==> src/rtl/pipelined_adder_if.sv <==
// Operand/result handshake bundle for pipelined_adder.
// The master drives operands and out_ready; the slave (the adder) drives results and in_ready.
interface pipelined_adder_if #(
  parameter int WIDTH = 32
);
  logic             in_valid;
  logic             in_ready;
  logic [WIDTH-1:0] in_a;
  logic [WIDTH-1:0] in_b;
  logic             in_sub;
  logic             out_valid;
  logic             out_ready;
  logic [WIDTH-1:0] out_sum;
  logic             out_carry;
  logic             out_ovf;
  logic             out_zero;

  modport master (
    output in_valid, in_a, in_b, in_sub, out_ready,
    input  in_ready, out_valid, out_sum, out_carry, out_ovf, out_zero
  );

  modport slave (
    input  in_valid, in_a, in_b, in_sub, out_ready,
    output in_ready, out_valid, out_sum, out_carry, out_ovf, out_zero
  );
endinterface

==> src/rtl/pipelined_adder.sv <==
// Add/subtract split into STAGES equal carry chunks, one chunk per pipeline stage,
// with a single global advance enable so the whole pipe shifts or holds together.
module pipelined_adder #(
  parameter int WIDTH  = 32,
  parameter int STAGES = 2
) (
  input logic              clk,
  input logic              rst_n,
  pipelined_adder_if.slave bus
);
  localparam int CHUNK = WIDTH / STAGES;

  logic             st_vld [STAGES];
  logic [WIDTH-1:0] st_a   [STAGES];
  logic [WIDTH-1:0] st_b   [STAGES];
  logic [WIDTH-1:0] st_sum [STAGES];
  logic             st_c   [STAGES];
  logic             st_ovf;

  logic             nx_vld [STAGES];
  logic [WIDTH-1:0] nx_a   [STAGES];
  logic [WIDTH-1:0] nx_b   [STAGES];
  logic [WIDTH-1:0] nx_sum [STAGES];
  logic             nx_c   [STAGES];
  logic             nx_ovf;

  logic             src_vld;
  logic [WIDTH-1:0] src_a;
  logic [WIDTH-1:0] src_b;
  logic [WIDTH-1:0] src_sum;
  logic             src_cin;
  logic [CHUNK:0]   chunk_add;
  logic             adv;

  assign adv          = !st_vld[STAGES-1] || bus.out_ready;
  assign bus.in_ready = adv;

  // B is stored already inverted for subtract, so later stages need no knowledge of in_sub.
  always_comb begin
    nx_vld    = '{default: 1'b0};
    nx_a      = '{default: '0};
    nx_b      = '{default: '0};
    nx_sum    = '{default: '0};
    nx_c      = '{default: 1'b0};
    nx_ovf    = 1'b0;
    src_vld   = 1'b0;
    src_a     = '0;
    src_b     = '0;
    src_sum   = '0;
    src_cin   = 1'b0;
    chunk_add = '0;
    for (int unsigned s = 0; s < STAGES; s++) begin
      if (s == 0) begin
        src_vld = bus.in_valid;
        src_a   = bus.in_a;
        src_b   = bus.in_sub ? ~bus.in_b : bus.in_b;
        src_sum = '0;
        src_cin = bus.in_sub;
      end else begin
        src_vld = st_vld[s-1];
        src_a   = st_a[s-1];
        src_b   = st_b[s-1];
        src_sum = st_sum[s-1];
        src_cin = st_c[s-1];
      end
      chunk_add = {1'b0, src_a[s*CHUNK +: CHUNK]} + {1'b0, src_b[s*CHUNK +: CHUNK]}
                + {{CHUNK{1'b0}}, src_cin};
      nx_vld[s] = src_vld;
      nx_a[s]   = src_a;
      nx_b[s]   = src_b;
      nx_sum[s] = src_sum;
      nx_sum[s][s*CHUNK +: CHUNK] = chunk_add[CHUNK-1:0];
      nx_c[s]   = chunk_add[CHUNK];
      if (s == STAGES - 1) begin
        // Carry into the MSB recovered from the MSB sum bit: s = a ^ b ^ cin.
        nx_ovf = (src_a[WIDTH-1] ^ src_b[WIDTH-1] ^ chunk_add[CHUNK-1]) ^ chunk_add[CHUNK];
      end
    end
  end

  always_ff @(posedge clk or negedge rst_n) begin
    if (!rst_n) begin
      st_vld <= '{default: 1'b0};
      st_a   <= '{default: '0};
      st_b   <= '{default: '0};
      st_sum <= '{default: '0};
      st_c   <= '{default: 1'b0};
      st_ovf <= 1'b0;
    end else if (adv) begin
      st_vld <= nx_vld;
      st_a   <= nx_a;
      st_b   <= nx_b;
      st_sum <= nx_sum;
      st_c   <= nx_c;
      st_ovf <= nx_ovf;
    end
  end

  assign bus.out_valid = st_vld[STAGES-1];
  assign bus.out_sum   = st_sum[STAGES-1];
  assign bus.out_carry = st_c[STAGES-1];
  assign bus.out_ovf   = st_ovf;
  assign bus.out_zero  = st_vld[STAGES-1] && (st_sum[STAGES-1] == '0);
endmodule

==> src/flat_wrapper.sv <==
// flat-port wrapper written by rule: the top's interface ports become plain ports
module pipelined_adder_flat 
#(
  parameter int WIDTH  = 32,
  parameter int STAGES = 2
)
  (clk, rst_n, bus_in_valid, bus_in_a, bus_in_b, bus_in_sub, bus_out_ready, bus_in_ready, bus_out_valid, bus_out_sum, bus_out_carry, bus_out_ovf, bus_out_zero);
  pipelined_adder_if #(.WIDTH(WIDTH)) bus_i ();
  input logic clk;
  input logic rst_n;
  input wire logic [$bits(bus_i.in_valid)-1:0] bus_in_valid;
  input wire logic [$bits(bus_i.in_a)-1:0] bus_in_a;
  input wire logic [$bits(bus_i.in_b)-1:0] bus_in_b;
  input wire logic [$bits(bus_i.in_sub)-1:0] bus_in_sub;
  input wire logic [$bits(bus_i.out_ready)-1:0] bus_out_ready;
  output wire logic [$bits(bus_i.in_ready)-1:0] bus_in_ready;
  output wire logic [$bits(bus_i.out_valid)-1:0] bus_out_valid;
  output wire logic [$bits(bus_i.out_sum)-1:0] bus_out_sum;
  output wire logic [$bits(bus_i.out_carry)-1:0] bus_out_carry;
  output wire logic [$bits(bus_i.out_ovf)-1:0] bus_out_ovf;
  output wire logic [$bits(bus_i.out_zero)-1:0] bus_out_zero;
  assign bus_i.in_valid = bus_in_valid;
  assign bus_i.in_a = bus_in_a;
  assign bus_i.in_b = bus_in_b;
  assign bus_i.in_sub = bus_in_sub;
  assign bus_i.out_ready = bus_out_ready;
  assign bus_in_ready = bus_i.in_ready;
  assign bus_out_valid = bus_i.out_valid;
  assign bus_out_sum = bus_i.out_sum;
  assign bus_out_carry = bus_i.out_carry;
  assign bus_out_ovf = bus_i.out_ovf;
  assign bus_out_zero = bus_i.out_zero;
  pipelined_adder #(.WIDTH(WIDTH), .STAGES(STAGES)) u_core (.clk(clk), .rst_n(rst_n), .bus(bus_i));
endmodule
==> config.mk <==
export PLATFORM = sky130hd
export DESIGN_NAME = pipelined_adder_flat
export DESIGN_NICKNAME = d
export VERILOG_FILES = /design/src/rtl/pipelined_adder_if.sv /design/src/rtl/pipelined_adder.sv /design/src/flat_wrapper.sv
export SDC_FILE = /design/constraint.sdc
export NUM_CORES = 1
export LEC_CHECK = 0
export ABC_AREA = 1
export CAP_MARGIN = 20
export CORE_MARGIN = 3
export CORE_UTILIZATION = 50
export CTS_BUF_LIST = sky130_fd_sc_hd__clkbuf_2 sky130_fd_sc_hd__clkbuf_4 sky130_fd_sc_hd__clkbuf_8
export CTS_CLUSTER_DIAMETER = 80
export DETAILED_ROUTE_END_ITERATION = 16
export HOLD_SLACK_MARGIN = 0.1
export PLACE_DENSITY = 0.78
export SYNTH_ARGS = -nofsm -noshare
export SYNTH_HDL_FRONTEND = slang
export SYNTH_SLANG_ARGS = --single-unit
==> constraint.sdc <==
create_clock -name clk -period 2.7 [get_ports clk]
set_clock_uncertainty 0.15 [all_clocks]
set_input_delay 0.27 -clock clk [delete_from_list [all_inputs] [get_ports clk]]
set_output_delay 0.27 -clock clk [all_outputs]
set_load 0.03 [all_outputs]
==> results of run 1 <==
## synth_stat cells, types with 8 or more instances
cell / n
a21oi_1: 18
clkbuf_1: 13
dfrtp_1: 85
ha_1: 30
inv_1: 63
nand2_1: 283
nand2_2: 8
nand3_1: 38
nor2_1: 42
o21ai_0: 39
xnor2_1: 26
xor2_1: 17
## sequential cells by signal (all words and copies together) (netlist names), 16 cells and up
signal / flops
u_core.src_sum: 16
u_core.src_a: 16
u_core.src_b: 16
u_core.bus.out_sum: 32
## area by class of cell
class                      instances  area share [%]
clock inverter                     4           0.393
inverter                          69            3.87
timing repair buffer             110            16.7
sequential                        85            31.8
clock buffer                      10            2.06
multi-input combinational        546            42.7
tap                              136            2.54
## per-layer routing
layer	vias up	track usage, %	wire [µm]
met3	19	4.26	700
met4	0	9.26	222
met2	113	41.0	6510
met1	2230	26.2	5270
li1	2469	-	-
met5	-	0	0
## cells by family after synthesis
family | after synthesis
buf+inv | 90
fa+ha+maj | 33
flops | 85
simple gates | 397
xor+xnor | 43
compound gates | 73
## stage by stage
step | std cells | cell area, µm² | setup slack [ps] | total power (µW) | utilization, %
floorplan | 721 | 5330 | 552 | 3400 | -
global placement | 944 | 6480 | 327 | 4230 | 62.5
detailed placement | 944 | 6480 | 269 | 4300 | 62.5
CTS | 959 | 6660 | 218 | 5100 | 64.2
global route | 960 | 6690 | 141 | 5460 | 64.5
finish | 960 | 6690 | 347 | 5070 | 64.5
## power groups by stage
stage / Sequential (µW) / Combinational, µW / Clock [µW]
after floorplan: 2250 / 1140 / 0
after global placement: 1900 / 2330 / 0
after detailed placement: 1910 / 2380 / 0
after CTS: 1890 / 2400 / 809
after global routing: 1940 / 2650 / 867
final: 1890 / 2390 / 786
## repair_timing
item / CTS / global route
resized for setup: 1 / 3
hold buffers: 1 / 0
endpoints found under the hold margin: 85 / 0
setup endpoints to repair: 1 / 1
## how the worst max path moves through the flow
stage                     cells past startpoint                            endpoint                               from  slack, ps
final                                        12      u_core.bus.out_ovf$_DFFE_PN0P_         u_core.src_cin$_DFFE_PN0P_        350
after global routing                          6                        bus_out_zero  u_core.bus.out_sum[0]$_DFFE_PN0P_        140
after detailed placement                     11      u_core.src_sum[14]$_DFFE_PN0P_                         bus_in_sub        270
after CTS                                     6                        bus_out_zero  u_core.bus.out_sum[0]$_DFFE_PN0P_        220
after global placement                       14      u_core.src_sum[14]$_DFFE_PN0P_                        bus_in_b[0]        330
after floorplan                               9  u_core.bus.out_sum[24]$_DFFE_PN0P_         u_core.src_cin$_DFFE_PN0P_        550
## worst max-delay path, cell delays in order (launching register included)
cell,delay (ps)
dfrtp_1,420
fa_1,480
fa_1,450
nand2_1,120
nand3_1,90
nand3_1,90
nand2_2,90
nand2_2,80
nand2_2,60
inv_2,50
nand2_2,50
nand3_2,50
nand2_1,60
==> reports/qor.yml, run 1 <==
run_status:
  outcome: "completed"
sta:
  setup_viol: 0
  final_hold_viol_count: 0
  fmax_ghz: 0.425
  min_period_ps: 2350
  fin_crit_sh_pct: 87.1
  tightest_slew_ps: 648
  slew_headroom_pct: 56.8
  slew_violations: 0
  rsz0062_at_grt: "no"
  hold-worst-slack_ps: 189
  fin_tns_setup_ps: 0
flow_run:
  drv_cap: 0
grt:
  gr-total-overflow: 0
  grt_pass1_vias: 4754
  grt_pass1_wl_um: 21200
  grtUsageTotal_pct: 22.6
  antenna_found_initial: 0
  grt_max_degree: 109
finish:
  register_area_mm2: 0.00213
  final_common_cell: "nand2_1"
  diodes: 0
  layout_common_cells: "nand2_1 (283), clkdlybuf4s50_1 (102), dfrtp_1 (85)"
  drive_above_1_share_pct: 5.34
  fillers: 944
  nets: 923
  multi_input_comb_area_mm2: 0.00286
  area_growth_pct: 25.4
clocking:
  clk_path_buf_depth: 2
  cts_max_level: 3
  cts.sinks: 85
  clk_pin_slew_ps: 90
  post-cts-setup-buffers: 0
  clkLatencyLatePin_ps: 360
  numCtsBuffers: 9
  cts_tree: "built"
  cts-root-buf: "clkbuf_8"
setup_path:
  path_class: "reg2reg"
  timing.rr.end: "u_core.bus.out_ovf$_DFFE_PN0P_"
  rr_startpoint: "u_core.src_cin$_DFFE_PN0P_"
  crit_arrival_ps: 2440
  r2r_setup_slack_ps: 350
  worst_setup_path_end_kind: "flop"
  critPathLaunchType: "flop"
  reg2reg_depth: 12
  crit_path_max_fanout: 4
  crit_required_ps: 2790
placed_design:
  io_buffers: 105
  dpl.hpwl_um: 9550
  place.gp.congestion: 0.870
route:
  drt-total-wl_um: 12700
  drc_errors: 0
  vias: 4831
  routedWlPerCell_um: 13.2
  postRouteAntennaNets: 0
  dr.first_iter.drc_count: 308
  drtPass1Iterations: 4
  vias_per_cell: 5.03
synthesis:
  synth-seq-cells: 85
  synthAdderAreaFrac_pct: 8.16
  synth_compound_area_share_pct: 7.41
  synthCells: 721
  synthMuxAreaShare_pct: 0
  synth_top_family_by_area: "simple AND/OR/NAND/NOR gates"
  synth_area_per_cell_um2: 7.40
  synth-warning-count: 0
  synth_area_leaders: "dfrtp_1 (40%), nand2_1 (20%), ha_1 (7.0%)"
  synth_xor_area_share_pct: 7.06
  syn_nets: 823
  synthDominantCellAreaShare_pct: 39.9
  synth_cell_type_count: 36
  synth_top_cell_by_area: "dfrtp_1"
  yosys.area_share.simple_pct: 30.8
  yosys_most_used_dff: "dfrtp_1"
  ys_seq_area_share_pct: 39.9
  async_reset_ff_share_pct: 100
  synth_area_mm2: 0.00533
  synth_edf_count: 0
power:
  power_frac_clock_pct: 15.5
  p_sw_share_pct: 42.2
  seqPwrFrac_pct: 37.4
  power-per-cell-area_mw_per_mm2: 757
  p_switching_uw: 2140
  combPwrFrac_pct: 47.1
  ir_drop_uv: 364
  leakagePower_uw: 0.00334
  p_int_uw: 2930
die:
  core_region_area_mm2: 0.0104
  die_w_um: 109
  ios: 106
  dieArea_mm2: 0.0119
  die_h_um: 109
  start_util_pct: 51.4
  placementRows: 37
worst_hold_path:
  worstHoldPathType: "in2async"
Power figures use the tool's default switching activity.
==> run 2, diff against run 1 <==
--- a/config.mk
+++ b/config.mk
@@ -7,7 +7,7 @@
 export LEC_CHECK = 0
 export ABC_AREA = 1
 export CAP_MARGIN = 20
-export CORE_MARGIN = 3
+export CORE_MARGIN = 2
 export CORE_UTILIZATION = 50
 export CTS_BUF_LIST = sky130_fd_sc_hd__clkbuf_2 sky130_fd_sc_hd__clkbuf_4 sky130_fd_sc_hd__clkbuf_8
 export CTS_CLUSTER_DIAMETER = 80
==> run 2 against run 1 <==
  * Sequential cell count unchanged
  * Worst hold slack improved by 77 ps
  * Total power increased by 4.9%
  * Cell count increased by 0.42%
  * Die area decreased by 3.6%
  * Maximum frequency decreased by 4.6%
  * Register-to-register slack got worse by 20 ps
  * Core utilization increased by 1.0 points
  * Critical endpoint is now bus_out_zero
  * Sequential share of layout area decreased by 0.35 points
  * Wire length increased by 0.56%
  * Design area increased by 1.1%
==> reports/qor.yml, run 2 (synthesized netlist as in run 1, its figures left out) <==
run_status:
  outcome: "completed"  # unchanged
finish:
  post-route-util_pct: 65.5  # was 64.5%
  drive_above_1_share_pct: 5.80  # was 5.34%
  final_common_cell: "nand2_1"  # unchanged
  fin_cells: 964  # was 960
  largest_reg_flops: 32  # unchanged
  layout_common_cells: "nand2_1 (283), clkdlybuf4s50_1 (101), dfrtp_1 (85)"  # was nand2_1 (283), clkdlybuf4s50_1 (102), dfrtp_1 (85)
  nets: 925  # was 923
  diodes: 0  # unchanged
  fillers: 897  # was 944
  area_growth_pct: 26.8  # was 25.4%
grt:
  grt_pass1_wl_um: 22200  # was 21,200 µm
  antenna_found_initial: 0  # unchanged
  gr-total-overflow: 0  # unchanged
  grt_max_degree: 109  # unchanged
  grtUsageTotal_pct: 24.1  # was 22.6%
  grt_pass1_vias: 5011  # was 4,754
sta:
  slew_headroom_pct: 63.3  # was 56.8%
  min_period_ps: 2470  # was 2350 ps
  tightest_slew_ps: 550  # was 648 ps
  final_hold_viol_count: 0  # unchanged
  hold-worst-slack_ps: 267  # was 189 ps
  rsz0062_at_grt: "no"  # unchanged
  fin_tns_setup_ps: 0  # unchanged
  fmax_ghz: 0.406  # was 0.425 GHz
  fin_crit_sh_pct: 91.3  # was 87.1%
  slew_violations: 0  # unchanged
  setup_ws_ps: 235  # was 347 ps
  setup_viol: 0  # unchanged
setup_path:
  critPathLaunchType: "flop"  # unchanged
  crit_arrival_ps: 2050  # was 2440 ps
  worst_setup_path_end_kind: "output pin"  # was flop
  crit_path_max_fanout: 2  # was 4
  path_class: "reg2out"  # was reg2reg
  crit_required_ps: 2280  # was 2790 ps
clocking:
  cts_tree: "built"  # unchanged
  cts_max_level: 3  # unchanged
  numCtsBuffers: 9  # unchanged
  clk_pin_slew_ps: 90  # about the same
  clk_path_buf_depth: 2  # unchanged
  cts-root-buf: "clkbuf_8"  # unchanged
  post-cts-setup-buffers: 0  # unchanged
  clkLatencyLatePin_ps: 370  # was 360 ps
  cts.sinks: 85  # unchanged
placed_design:
  dp_slack_ps: 239  # was 269 ps
  io_buffers: 105  # unchanged
  place.gp.congestion: 0.968  # was 0.870
  placed_cells: 947  # was 944
  dpl.hpwl_um: 9610  # was 9550 µm
power:
  power-per-cell-area_mw_per_mm2: 785  # was 757 mW/mm²
  ir_drop_uv: 370  # was 364 µV
  leakagePower_uw: 0.00338  # was 0.00334 µW
die:
  dieArea_mm2: 0.0115  # was 0.0119 mm²
  placementRows: 37  # unchanged
  die_h_um: 107  # was 109 µm
  core_region_area_mm2: 0.0103  # was 0.0104 mm²
  die_w_um: 107  # was 109 µm
  ios: 106  # unchanged
  start_util_pct: 51.7  # was 51.4%
route:
  vias_per_cell: 5.09  # was 5.03
  postRouteAntennaNets: 0  # unchanged
  routedWlPerCell_um: 13.3  # was 13.2 µm
  drc_errors: 0  # unchanged
  dr.first_iter.drc_count: 273  # was 308
  drt-total-wl_um: 12800  # was 12,700 µm
  drtPass1Iterations: 4  # unchanged
  vias: 4907  # was 4,831
worst_hold_path:
  worstHoldPathType: "in2async"  # unchanged
flow_run:
  drv_cap: 0  # unchanged
==> run 2: cell types whose count changed in the layout (fill, tap and decap cells not counted), sizes merged <==
cell and change:
clkinv -2, dlygate4sd1 -1, dlygate4sd2 +1, buf +3, inv +2, clkdlybuf4s50 -1, bufinv +2
==> run 2: through the flow <==
step,power [µW],cell area [µm²]
final,5310,6760
after global routing,5680,6760
after CTS,5340,6760
after detailed placement,4310,6530
after global placement,4260,6530
after floorplan,3400,5330
==> run 2: worst max-delay path, stage by stage (launching register included) <==
cell	delay, ps
dfrtp_1	360
inv_1	90
nor2_1	90
nand2_1	70
nor3_1	270
nand4_1	210
nor3_1	170
dlygate4sd2_1	420
==> run 2: report_power, final <==
group / switching, µW / internal, µW
clock network: 478 / 539
registers: 265 / 1620
logic: 1440 / 967
==> run 2: cell type report <==
cell class	count	area (µm²)	area share [%]
Clock buffer	10	131	1.94
Clock inverter	6	93.8	1.39
Inverter	69	259	3.83
Multi-Input combinational cell	546	2850	42.1
Sequential cell	85	2130	31.4
Tap cell	136	170	2.52
Timing Repair Buffer	112	1130	16.7
==> run 2: repair_timing <==
| item | in CTS | in global routing |
|---|---|---|
| hold buffers | 1 | 0 |
| endpoints found under the hold margin | 40 | 0 |
| setup endpoints to repair | 1 | 0 |
| gates resized for setup | 1 | 0 |
==> run 2: final timing paths <==
| kind | start | end | slack, ps | cells past startpoint |
|---|---|---|---|---|
| max in group asynchronous | rst_n | u_core.src_b[23]$_DFFE_PN0P_ | 1500 | 3 |
| worst min-delay path | rst_n | u_core.src_b[24]$_DFFE_PN0P_ | 270 | 2 |
| worst min register to register | u_core.src_vld$_DFFE_PN0P_ | u_core.bus.out_valid$_DFFE_PN0P_ | 310 | 2 |
| worst max-delay path | u_core.bus.out_valid$_DFFE_PN0P_ | bus_out_zero | 230 | 7 |
| worst max register to register | u_core.src_cin$_DFFE_PN0P_ | u_core.bus.out_sum[28]$_DFFE_PN0P_ | 330 | 10 |
| min in group clk | bus_in_a[20] | u_core.src_a[20]$_DFFE_PN0P_ | 280 | 3 |
==> run 2: routing by layer <==
metal / GRT usage [%] / vias to the layer above / routed length, µm
met4: 11.4 / 0 / 354
met2: 42.0 / 133 / 6380
met5: 0 / - / 0
met3: 4.18 / 31 / 690
li1: - / 2483 / -
met1: 28.9 / 2260 / 5350
==> run 3, diff against run 2 <==
--- a/config.mk
+++ b/config.mk
@@ -7,13 +7,15 @@
 export LEC_CHECK = 0
 export ABC_AREA = 1
 export CAP_MARGIN = 20
+export CELL_PAD_IN_SITES_DETAIL_PLACEMENT = 1
+export CELL_PAD_IN_SITES_GLOBAL_PLACEMENT = 1
 export CORE_MARGIN = 2
-export CORE_UTILIZATION = 50
+export CORE_UTILIZATION = 39
 export CTS_BUF_LIST = sky130_fd_sc_hd__clkbuf_2 sky130_fd_sc_hd__clkbuf_4 sky130_fd_sc_hd__clkbuf_8
 export CTS_CLUSTER_DIAMETER = 80
 export DETAILED_ROUTE_END_ITERATION = 16
 export HOLD_SLACK_MARGIN = 0.1
-export PLACE_DENSITY = 0.78
+export PLACE_DENSITY_LB_ADDON = 0.1
 export SYNTH_ARGS = -nofsm -noshare
 export SYNTH_HDL_FRONTEND = slang
 export SYNTH_SLANG_ARGS = --single-unit
==> run 3 against run 2 <==
  * Wire length up 14%
  * Global-route usage down 2.8 points
  * Critical path depth unchanged
  * Worst hold slack worse by 3.6 ps
  * Die area up 27%
  * Via count down 0.16%
  * Sequential power about the same
  * Total power down 2.5%
  * Worst setup slack better by 2.5 ps
  * Design area down 0.17%
  * Sequential share of layout area up 0.052 points
  * Combinational power about the same
  * Largest cell class unchanged
==> reports/qor.yml, run 3 (synthesized netlist as in run 1, its figures left out) <==
setup_path:
  crit_top_cell: "nor3_1"  # unchanged
  crit_path_max_fanout: 2  # unchanged
  critPathTopFamily: "simple AND/OR/NAND/NOR gates"  # unchanged
  crit_required_ps: 2280  # about the same
  slowest_delay_ps: 430  # was 420 ps
  cp_cell_sequence: "inv_1 > nor2_1 > nand2_1 > nor3_1 > nand4_1 > nor3_1 > dlygate4sd2_1"  # unchanged
  critical_path_buf_inv_count: 2  # unchanged
  critPathLaunchType: "flop"  # unchanged
  crit_arrival_ps: 2040  # was 2050 ps
  path_class: "reg2out"  # unchanged
  worst_setup_path_end_kind: "output pin"  # unchanged
  slowest_stage: "dlygate4sd2_1"  # unchanged
die:
  start_util_pct: 40.1  # was 51.7%
  core_region_area_mm2: 0.0133  # was 0.0103 mm²
  die_h_um: 121  # was 107 µm
  dieArea_mm2: 0.0146  # was 0.0115 mm²
  ios: 106  # unchanged
  placementRows: 42  # was 37
  die_w_um: 121  # was 107 µm
route:
  drt-total-wl_um: 14600  # was 12,800 µm
  drc_errors: 0  # unchanged
  postRouteAntennaNets: 0  # unchanged
  drtPass1Iterations: 4  # unchanged
  vias_per_cell: 4.88  # was 5.09
  routedWlPerCell_um: 14.6  # was 13.3 µm
  vias: 4899  # was 4,907
  dr.first_iter.drc_count: 203  # was 273
worst_hold_path:
  worstHoldPathType: "in2async"  # unchanged
sta:
  tightest_slew_ps: 704  # was 550 ps
  final_hold_viol_count: 0  # unchanged
  fin_tns_setup_ps: 0  # unchanged
  fmax_ghz: 0.406  # about the same
  fin_crit_sh_pct: 91.2  # was 91.3%
  slew_headroom_pct: 53.0  # was 63.3%
  setup_viol: 0  # unchanged
  min_period_ps: 2460  # was 2470 ps
  slew_violations: 0  # unchanged
  rsz0062_at_grt: "no"  # unchanged
grt:
  top_usage_layer: "met2"  # unchanged
  grtUsageMet3_pct: 3.52  # was 4.18%
  grt_pass1_wl_um: 24900  # was 22,200 µm
  grt_pass1_vias: 5305  # was 5,011
  grt_use_met1_pct: 24.4  # was 28.9%
  gr-total-overflow: 0  # unchanged
  use_met2_pct: 40.3  # was 42.0%
  grtUsageTotal_pct: 21.3  # was 24.1%
  antenna_found_initial: 0  # unchanged
  grt_max_degree: 109  # unchanged
finish:
  area_growth_pct: 26.6  # was 26.8%
  fillers: 1732  # was 897
  drive_above_1_share_pct: 5.56  # was 5.80%
  largest_reg_flops: 32  # unchanged
  nets: 924  # was 925
  layout_common_cells: "nand2_1 (283), clkdlybuf4s50_1 (102), dfrtp_1 (85)"  # was nand2_1 (283), clkdlybuf4s50_1 (101), dfrtp_1 (85)
  diodes: 0  # unchanged
  final_area_mm2: 0.00675  # was 0.00676 mm²
  final_common_cell: "nand2_1"  # unchanged
power:
  seqPwrFrac_pct: 36.7  # was 35.5%
  ir_drop_uv: 260  # was 370 µV
  p_switching_uw: 2200  # was 2180 µW
  combPwrFrac_pct: 47.0  # was 45.3%
  p_int_uw: 2980  # was 3130 µW
  power-per-cell-area_mw_per_mm2: 767  # was 785 mW/mm²
  leakagePower_uw: 0.00335  # was 0.00338 µW
  power_uw: 5180  # was 5310 µW
  p_sw_share_pct: 42.5  # was 41.1%
  power_frac_clock_pct: 16.3  # was 19.1%
placed_design:
  io_buffers: 105  # unchanged
  placed_cell_area_mm2: 0.00656  # was 0.00653 mm²
  place.gp.congestion: 0.844  # was 0.968
  dpl.hpwl_um: 11100  # was 9610 µm
clocking:
  cts_tree: "built"  # unchanged
  clkLatencyLatePin_ps: 370  # about the same
  cts_max_level: 3  # unchanged
  clk_pin_slew_ps: 90  # about the same
  cts.sinks: 85  # unchanged
  post-cts-setup-buffers: 0  # unchanged
  cts-root-buf: "clkbuf_8"  # unchanged
  numCtsBuffers: 9  # unchanged
  clk_path_buf_depth: 2  # unchanged
run_status:
  outcome: "completed"  # unchanged
flow_run:
  drv_cap: 0  # unchanged
-- run 3: power groups by stage --
stage               combinational [µW]  clock, µW  sequential [µW]
floorplan                         1140          0             2250
global placement                  2400          0             1910
detailed placement                2450          0             1920
CTS                               2470        881             1900
global route                      2710        929             1950
finish                            2440        842             1900
-- run 3: what timing repair did --
action | 4_1_cts | 5_1_grt
resized for setup | 1 | 0
endpoints found under the hold margin | 38 | 0
setup endpoints to repair | 1 | 0
hold buffers | 1 | 0
-- run 3: worst paths after layout --
| path | start | end | slack [ps] | cells past startpoint |
|---|---|---|---|---|
| setup / recovery | u_core.bus.out_valid$_DFFE_PN0P_ | bus_out_zero | 240 | 7 |
| hold / removal | rst_n | u_core.src_a[23]$_DFFE_PN0P_ | 260 | 2 |
| setup reg to reg | u_core.src_cin$_DFFE_PN0P_ | u_core.bus.out_sum[28]$_DFFE_PN0P_ | 340 | 10 |
| hold reg to reg | u_core.src_vld$_DFFE_PN0P_ | u_core.bus.out_valid$_DFFE_PN0P_ | 320 | 2 |
| max in group asynchronous | rst_n | u_core.bus.out_sum[11]$_DFFE_PN0P_ | 1470 | 3 |
| min in group clk | bus_in_a[20] | u_core.src_a[20]$_DFFE_PN0P_ | 290 | 3 |
-- run 3: per-stage QoR --
step | std cells | util [%] | setup slack (ps) | hold slack, ps
final | 1003 | 50.8 | 237 | 263
after detailed placement | 986 | 49.4 | 226 | 138
after CTS | 1003 | 50.8 | 195 | 273
after global routing | 1003 | 50.8 | 103 | 283
after floorplan | 721 | - | 552 | -176
after global placement | 986 | 49.4 | 274 | 137
-- run 3: layer usage --
layer | vias up | wire length (µm)
li1 | 2466 | -
met1 | 2344 | 6060
met2 | 78 | 7780
met3 | 11 | 554
met4 | 0 | 199
met5 | - | 0
-- run 3: worst reg2reg max path, cell delays in order (launching register included) --
cell	delay [ps]
dfrtp_1	410
fa_1	480
fa_1	450
nand2_1	120
nand3_1	90
nand3_1	90
nand2_2	90
nand3_1	100
nand3b_1	90
nand3_1	100
nand2_1	70
-- run 3: cell type report --
type	count	area [µm²]	area share, %
tap	176	220	3.26
timing repair buffer	111	1110	16.5
sequential	85	2130	31.5
multi-input combinational	546	2850	42.2
clock inverter	4	22.5	0.334
inverter	69	259	3.84
clock buffer	12	159	2.35
